`src/rtl/fifo_pkg.sv`:
```
// Shared helpers for the FIFO family: size derivation and reset values.
// Pointers carry one extra wrap bit beyond the address so full and empty stay distinguishable.
package fifo_pkg;

    function automatic int clog2(input int value);
        int result;
        result = 32'sd0;
        while ((32'sd1 << result) < value) begin
            result = result + 32'sd1;
        end
        return result;
    endfunction

    function automatic int ptr_width(input int depth);
        return clog2(depth) + 32'sd1;
    endfunction

    localparam logic RST_EMPTY        = 1'b1;
    localparam logic RST_FULL         = 1'b0;
    localparam logic RST_ALMOST_EMPTY = 1'b1;
    localparam logic RST_ALMOST_FULL  = 1'b0;
    localparam logic RST_FLAG         = 1'b0;

endpackage

```
`src/rtl/fifo_ram.sv`:
```
// DEPTH x WIDTH storage: synchronous write port, asynchronous read by address.
module fifo_ram
    import fifo_pkg::*;
#(
    parameter int WIDTH = 32'sd8,
    parameter int DEPTH = 32'sd16
) (
    input  logic                      clk,
    input  logic                      we,
    input  logic [clog2(DEPTH)-1:0]   waddr,
    input  logic [WIDTH-1:0]          wdata,
    input  logic [clog2(DEPTH)-1:0]   raddr,
    output logic [WIDTH-1:0]          rdata
);

    logic [WIDTH-1:0] mem_r [DEPTH];

    // Store the accepted write word; contents are never reset
    always_ff @(posedge clk) begin
        if (we) begin
            mem_r[waddr] <= wdata;
        end
    end

    assign rdata = mem_r[raddr];

endmodule

```
`src/rtl/fifo_param.sv`:
```
// Parametrised single-clock FIFO with thresholds, occupancy, sticky errors,
// synchronous flush and optional show-ahead output.
module fifo_param
    import fifo_pkg::*;
#(
    parameter int WIDTH      = 32'sd8,
    parameter int DEPTH      = 32'sd16,
    parameter int AF_LEVEL   = DEPTH - 32'sd2,
    parameter int AE_LEVEL   = 32'sd2,
    parameter int SHOW_AHEAD = 32'sd0
) (
    input  logic                          clk,
    input  logic                          reset,
    input  logic                          clear,
    input  logic                          w,
    input  logic [WIDTH-1:0]              data_in,
    input  logic                          r,
    output logic [WIDTH-1:0]              out,
    output logic                          full,
    output logic                          empty,
    output logic                          almost_full,
    output logic                          almost_empty,
    output logic [ptr_width(DEPTH)-1:0]   count,
    output logic                          overflow,
    output logic                          underflow
);

    localparam int AW = clog2(DEPTH);
    localparam int PW = ptr_width(DEPTH);

    logic [PW-1:0]    wr_ptr_r, rd_ptr_r, count_r;
    logic             full_r, empty_r, afull_r, aempty_r, ovf_r, udf_r;
    logic [WIDTH-1:0] out_r;

    logic             rd_ok_s, wr_ok_s, ram_we_s, ovf_n_s, udf_n_s;
    logic [PW-1:0]    wr_ptr_n_s, rd_ptr_n_s, count_n_s;
    logic             full_n_s, empty_n_s;
    logic [AW-1:0]    ram_raddr_s;
    logic [WIDTH-1:0] ram_rdata_s, out_n_s;

    fifo_ram #(
        .WIDTH (WIDTH),
        .DEPTH (DEPTH)
    ) u_ram (
        .clk   (clk),
        .we    (ram_we_s),
        .waddr (wr_ptr_r[AW-1:0]),
        .wdata (data_in),
        .raddr (ram_raddr_s),
        .rdata (ram_rdata_s)
    );

    // Accept/reject requests and derive next pointers, occupancy and sticky flags
    always_comb begin
        rd_ok_s = r & ~empty_r;
        wr_ok_s = w & (~full_r | rd_ok_s);
        if (clear) begin
            wr_ptr_n_s = '0;
            rd_ptr_n_s = '0;
            ovf_n_s    = RST_FLAG;
            udf_n_s    = RST_FLAG;
            ram_we_s   = 1'b0;
        end else begin
            wr_ptr_n_s = wr_ok_s ? wr_ptr_r + PW'(1'b1) : wr_ptr_r;
            rd_ptr_n_s = rd_ok_s ? rd_ptr_r + PW'(1'b1) : rd_ptr_r;
            ovf_n_s    = ovf_r | (w & ~wr_ok_s);
            udf_n_s    = udf_r | (r & ~rd_ok_s);
            ram_we_s   = wr_ok_s;
        end
        count_n_s = wr_ptr_n_s - rd_ptr_n_s;
        empty_n_s = (wr_ptr_n_s == rd_ptr_n_s);
        full_n_s  = (wr_ptr_n_s[AW] != rd_ptr_n_s[AW]) &&
                    (wr_ptr_n_s[AW-1:0] == rd_ptr_n_s[AW-1:0]);
    end

    // Next output word; show-ahead forwards a word written straight into the head slot
    always_comb begin
        ram_raddr_s = (SHOW_AHEAD != 32'sd0) ? rd_ptr_n_s[AW-1:0] : rd_ptr_r[AW-1:0];
        if (clear) begin
            out_n_s = '0;
        end else if (SHOW_AHEAD != 32'sd0) begin
            if (wr_ok_s && (rd_ptr_n_s == wr_ptr_r)) begin
                out_n_s = data_in;
            end else begin
                out_n_s = ram_rdata_s;
            end
        end else if (rd_ok_s) begin
            out_n_s = ram_rdata_s;
        end else begin
            out_n_s = out_r;
        end
    end

    // Register pointers, occupancy, status and read data
    always_ff @(posedge clk or negedge reset) begin
        if (!reset) begin
            wr_ptr_r <= '0;
            rd_ptr_r <= '0;
            count_r  <= '0;
            full_r   <= RST_FULL;
            empty_r  <= RST_EMPTY;
            afull_r  <= RST_ALMOST_FULL;
            aempty_r <= RST_ALMOST_EMPTY;
            ovf_r    <= RST_FLAG;
            udf_r    <= RST_FLAG;
            out_r    <= '0;
        end else begin
            wr_ptr_r <= wr_ptr_n_s;
            rd_ptr_r <= rd_ptr_n_s;
            count_r  <= count_n_s;
            full_r   <= full_n_s;
            empty_r  <= empty_n_s;
            afull_r  <= (count_n_s >= PW'(AF_LEVEL));
            aempty_r <= (count_n_s <= PW'(AE_LEVEL));
            ovf_r    <= ovf_n_s;
            udf_r    <= udf_n_s;
            out_r    <= out_n_s;
        end
    end

    assign out          = out_r;
    assign full         = full_r;
    assign empty        = empty_r;
    assign almost_full  = afull_r;
    assign almost_empty = aempty_r;
    assign count        = count_r;
    assign overflow     = ovf_r;
    assign underflow    = udf_r;

endmodule

```
`config.mk`:
```
export PLATFORM = sky130hd
export DESIGN_NAME = fifo_param
export DESIGN_NICKNAME = d
export VERILOG_FILES = /design/src/rtl/fifo_pkg.sv /design/src/rtl/fifo_ram.sv /design/src/rtl/fifo_param.sv
export SDC_FILE = /design/constraint.sdc
export NUM_CORES = 1
export LEC_CHECK = 0
export ABC_AREA = 0
export CAP_MARGIN = 10
export CORE_MARGIN = 4
export CORE_UTILIZATION = 30
export CTS_CLUSTER_DIAMETER = 40
export DETAILED_ROUTE_END_ITERATION = 10
export SKIP_CTS_REPAIR_TIMING = 1
export SYNTH_ARGS = -nofsm -noshare
export SYNTH_HDL_FRONTEND = slang
export SYNTH_SLANG_ARGS = --single-unit
```
`constraint.sdc`:
```
create_clock -name clk -period 4.3 [get_ports clk]
set_input_delay 0.86 -clock clk [delete_from_list [all_inputs] [get_ports clk]]
set_output_delay 0.86 -clock clk [all_outputs]
set_load 0.03 [all_outputs]
```
==> results.cfg <==
[worst_setup_path]
worstSetupStartpointType = input pin
r2r_setup_slack_ns = 1.34
max_stage_delay_ns = 0.55
crit_chain = clkdlybuf4s50_1 -> nand2b_4 -> a21boi_2 -> a21oi_1 -> nor2_1 -> ha_1 -> nor2b_1 -> o21a_1 -> or3_1 -> a221oi_1 -> o221a_1
critPathTopFamily = compound AO/OA/AOI/OAI gates
cp.buffers_inverters = 1
critPathRequiredTime_ns = 4.66
critPathKind = input pin to flip-flop
endpoint_kind = flip-flop
crit_fanout = 21
critPathSlowestCell = clkdlybuf4s50_1
critical_path_arrival_ns = 3.76

[timing]
setup_violations = 0
rsz0062_at_grt = no
maxSlewViolCount = 0
worst_slew_pin_slew_ns = 0.804
worst_slack_ns = 0.900
slew_headroom_pct = 46.2
hold_viol_final = 0
finalCriticalPeriod_ns = 3.40
timing.setup.tns_ns = 0
skew_ns = 0.00713
timing.final.crit_share_pct = 79.1
fmax_mhz = 294

[power]
total_power_mw = 3.75
p_comb_share_pct = 16.9
clkPwrFrac_pct = 36.8
p_leak_nw = 2.58
seq_power_share_pct = 46.4
ir_worst_vdd_mv = 0.234
p_switching_mw = 0.964
p_int_mw = 2.79
swShare_pct = 25.7
p_per_area_nw_per_um2 = 495

[logic_synthesis]
synth_top_cell_area_share_pct = 59.6
ys_ff_latch = 157
yosysSeqAreaShare_pct = 70.9
synthFlopType = edfxtp_1
yosysUniqueCellTypes = 46
synthTopCellsByCount = edfxtp_1, nor2_1, dfrtp_1
syn_area_per_cell_um2 = 18.2
yosysMostFrequentCell = edfxtp_1
synth.net_count = 377
synthArstFlopShare_pct = 18.5
netlist_area_um2 = 6440
yosys.area.top_type = edfxtp_1
synthCells = 354
synth_edf_count = 128
synthTopCellsByArea = edfxtp_1, dfrtp_1, mux4_1
ys_warn_count = 0

[detailed_routing]
wl_mm = 13.2
drt_iter0_drc = 274
drtPass1Iterations = 4
drtAntennaViolNets = 0
dr_wl_met3_um = 742
met1_length_mm = 6.03
wl_met2_mm = 6.33
vias = 3313
drc = 0
routedWlPerCell_um = 19.3
vias_per_cell = 4.84
top_layer = met4

[layout]
final_cells = 684
multiInputGateArea_um2 = 1710
ff_latch_area_um2 = 4570
diodes = 0
final_nets = 419
area_delta_synth_final_pct = 17.6
drive_above_1_share_pct = 16.4
n_fill_cell = 1973

[worst_hold_path]
hold_path.class = flip-flop to flip-flop

[placed_design]
port_buffers = 31
dp.cells = 652
dp_slack_ns = 0.495
gp_congestion = 0.791
dp_hpwl_mm = 8.66

[floorplanning]
fp-row-count = 53
ios = 32
fp.coreArea_um2 = 21100
dieHeight_um = 155
die_x_um = 155
initial_utilization_pct = 30.6
fp.dieArea_um2 = 23900

[clocking]
cts_sinks = 157
cts_buffers = 17
clk_latency_ns = 0.42
cts_tree = yes
htreeDepth = 4
root_buffer = clkbuf_16
clkTransAtPathRegs_ns = 0.06
clock_path_buffers = 2

[grt]
grt_pass1_vias = 3424
grt_first_pass_wirelength_mm = 20.3
track_usage_pct = 11.4
antenna_found_initial = 0
gr-total-overflow = 0
grt_max_degree = 36

[run_status]
status = finished clean

[job]
drv_cap = 0
## power groups by stage
stage / Sequential, mW / Combinational (mW) / Clock, mW
2_1_floorplan: 1.86 / 0.356 / 0
4_1_cts: 1.74 / 0.642 / 1.41
3_5_place_dp: 1.77 / 0.640 / 0
3_3_place_gp: 1.77 / 0.631 / 0
6_report: 1.74 / 0.633 / 1.38
5_1_grt: 1.75 / 0.678 / 1.48
## tightest hold or removal path: cells and delay by family, from the launching register on
family             cells  cell delay [ns]
AOI/OAI and AO/OA      1             0.04
DFF                    1             0.34
and+or+nand+nor        1             0.07
## cells in the final DEF, fill, tap and decap left out, types with 2 or more instances in the layout
master / count
mux4_1: 16
xor2_1: 6
nand4_1: 4
nand2b_1: 2
mux4_2: 16
nor2b_1: 4
a21oi_1: 19
clkinv_2: 2
clkbuf_16: 17
ha_1: 9
dfrtp_1: 26
nor3_1: 7
buf_4: 9
clkinv_1: 2
clkinvlp_4: 2
clkbuf_1: 2
a22oi_1: 16
clkdlybuf4s50_1: 31
inv_1: 9
xnor2_1: 4
nor2_1: 30
or2_2: 4
nand2_1: 8
and2_1: 4
o21a_1: 2
inv_6: 4
edfxtp_1: 128
o21ai_0: 2
dfstp_2: 2
clkinv_4: 2
## state kept, by name (all words and copies together) (netlist names)
register and count:
u_ram.mem_r 128, out 8, count 5, rd_ptr_r 5, wr_ptr_r 5, almost_empty 1
almost_full 1, empty 1, full 1, overflow 1, underflow 1
## logic make-up (layout without fill, tap and decap cells)
kind of cell,Yosys count,after routing,synth area share [%]
adder cells (fa/ha/maj),10,10,2.06
AO/OA/AOI/OAI,48,48,5.07
XOR/XNOR,10,10,1.36
AND/OR/NAND/NOR,69,69,5.47
buffers and inverters,26,81,2.60
flip-flops,157,157,70.9
multiplexers,34,34,12.5
## final cells by class
| class | instances | area share [%] |
|---|---|---|
| Sequential cell | 157 | 60.3 |
| Multi-Input combinational cell | 171 | 22.5 |
| Clock buffer | 19 | 5.71 |
| Timing Repair Buffer | 40 | 4.98 |
| Tap cell | 275 | 4.54 |
| Clock inverter | 13 | 1.52 |
| Inverter | 9 | 0.446 |
## path summary, 6_finish.rpt
| path | end | from | cells past startpoint |
|---|---|---|---|
| max | almost_empty | r | 11 |
| min reg2reg | underflow | underflow | 2 |
| min | underflow | underflow | 2 |
| max in group asynchronous | empty | reset | 2 |
| max reg2reg | almost_empty | rd_ptr_r[1] | 10 |
| min in group asynchronous | out[2] | reset | 1 |
## metrics by stage
step	util, %	area [µm²]	hold slack, ns
final	36.0	7580	0.500
after detailed placement	33.4	7030	0.488
after global routing	36.0	7580	0.539
after global placement	33.4	7030	0.488
after CTS	36.0	7580	0.503
after floorplan	-	6440	0.564
## per-layer routing
metal | up-vias | GRT usage (%)
met5 | - | 0
li1 | 1486 | -
met1 | 1712 | 15.8
met3 | 11 | 3.64
met2 | 104 | 17.3
met4 | 0 | 3.24
Note: power is estimated with default switching activity, not from simulation.
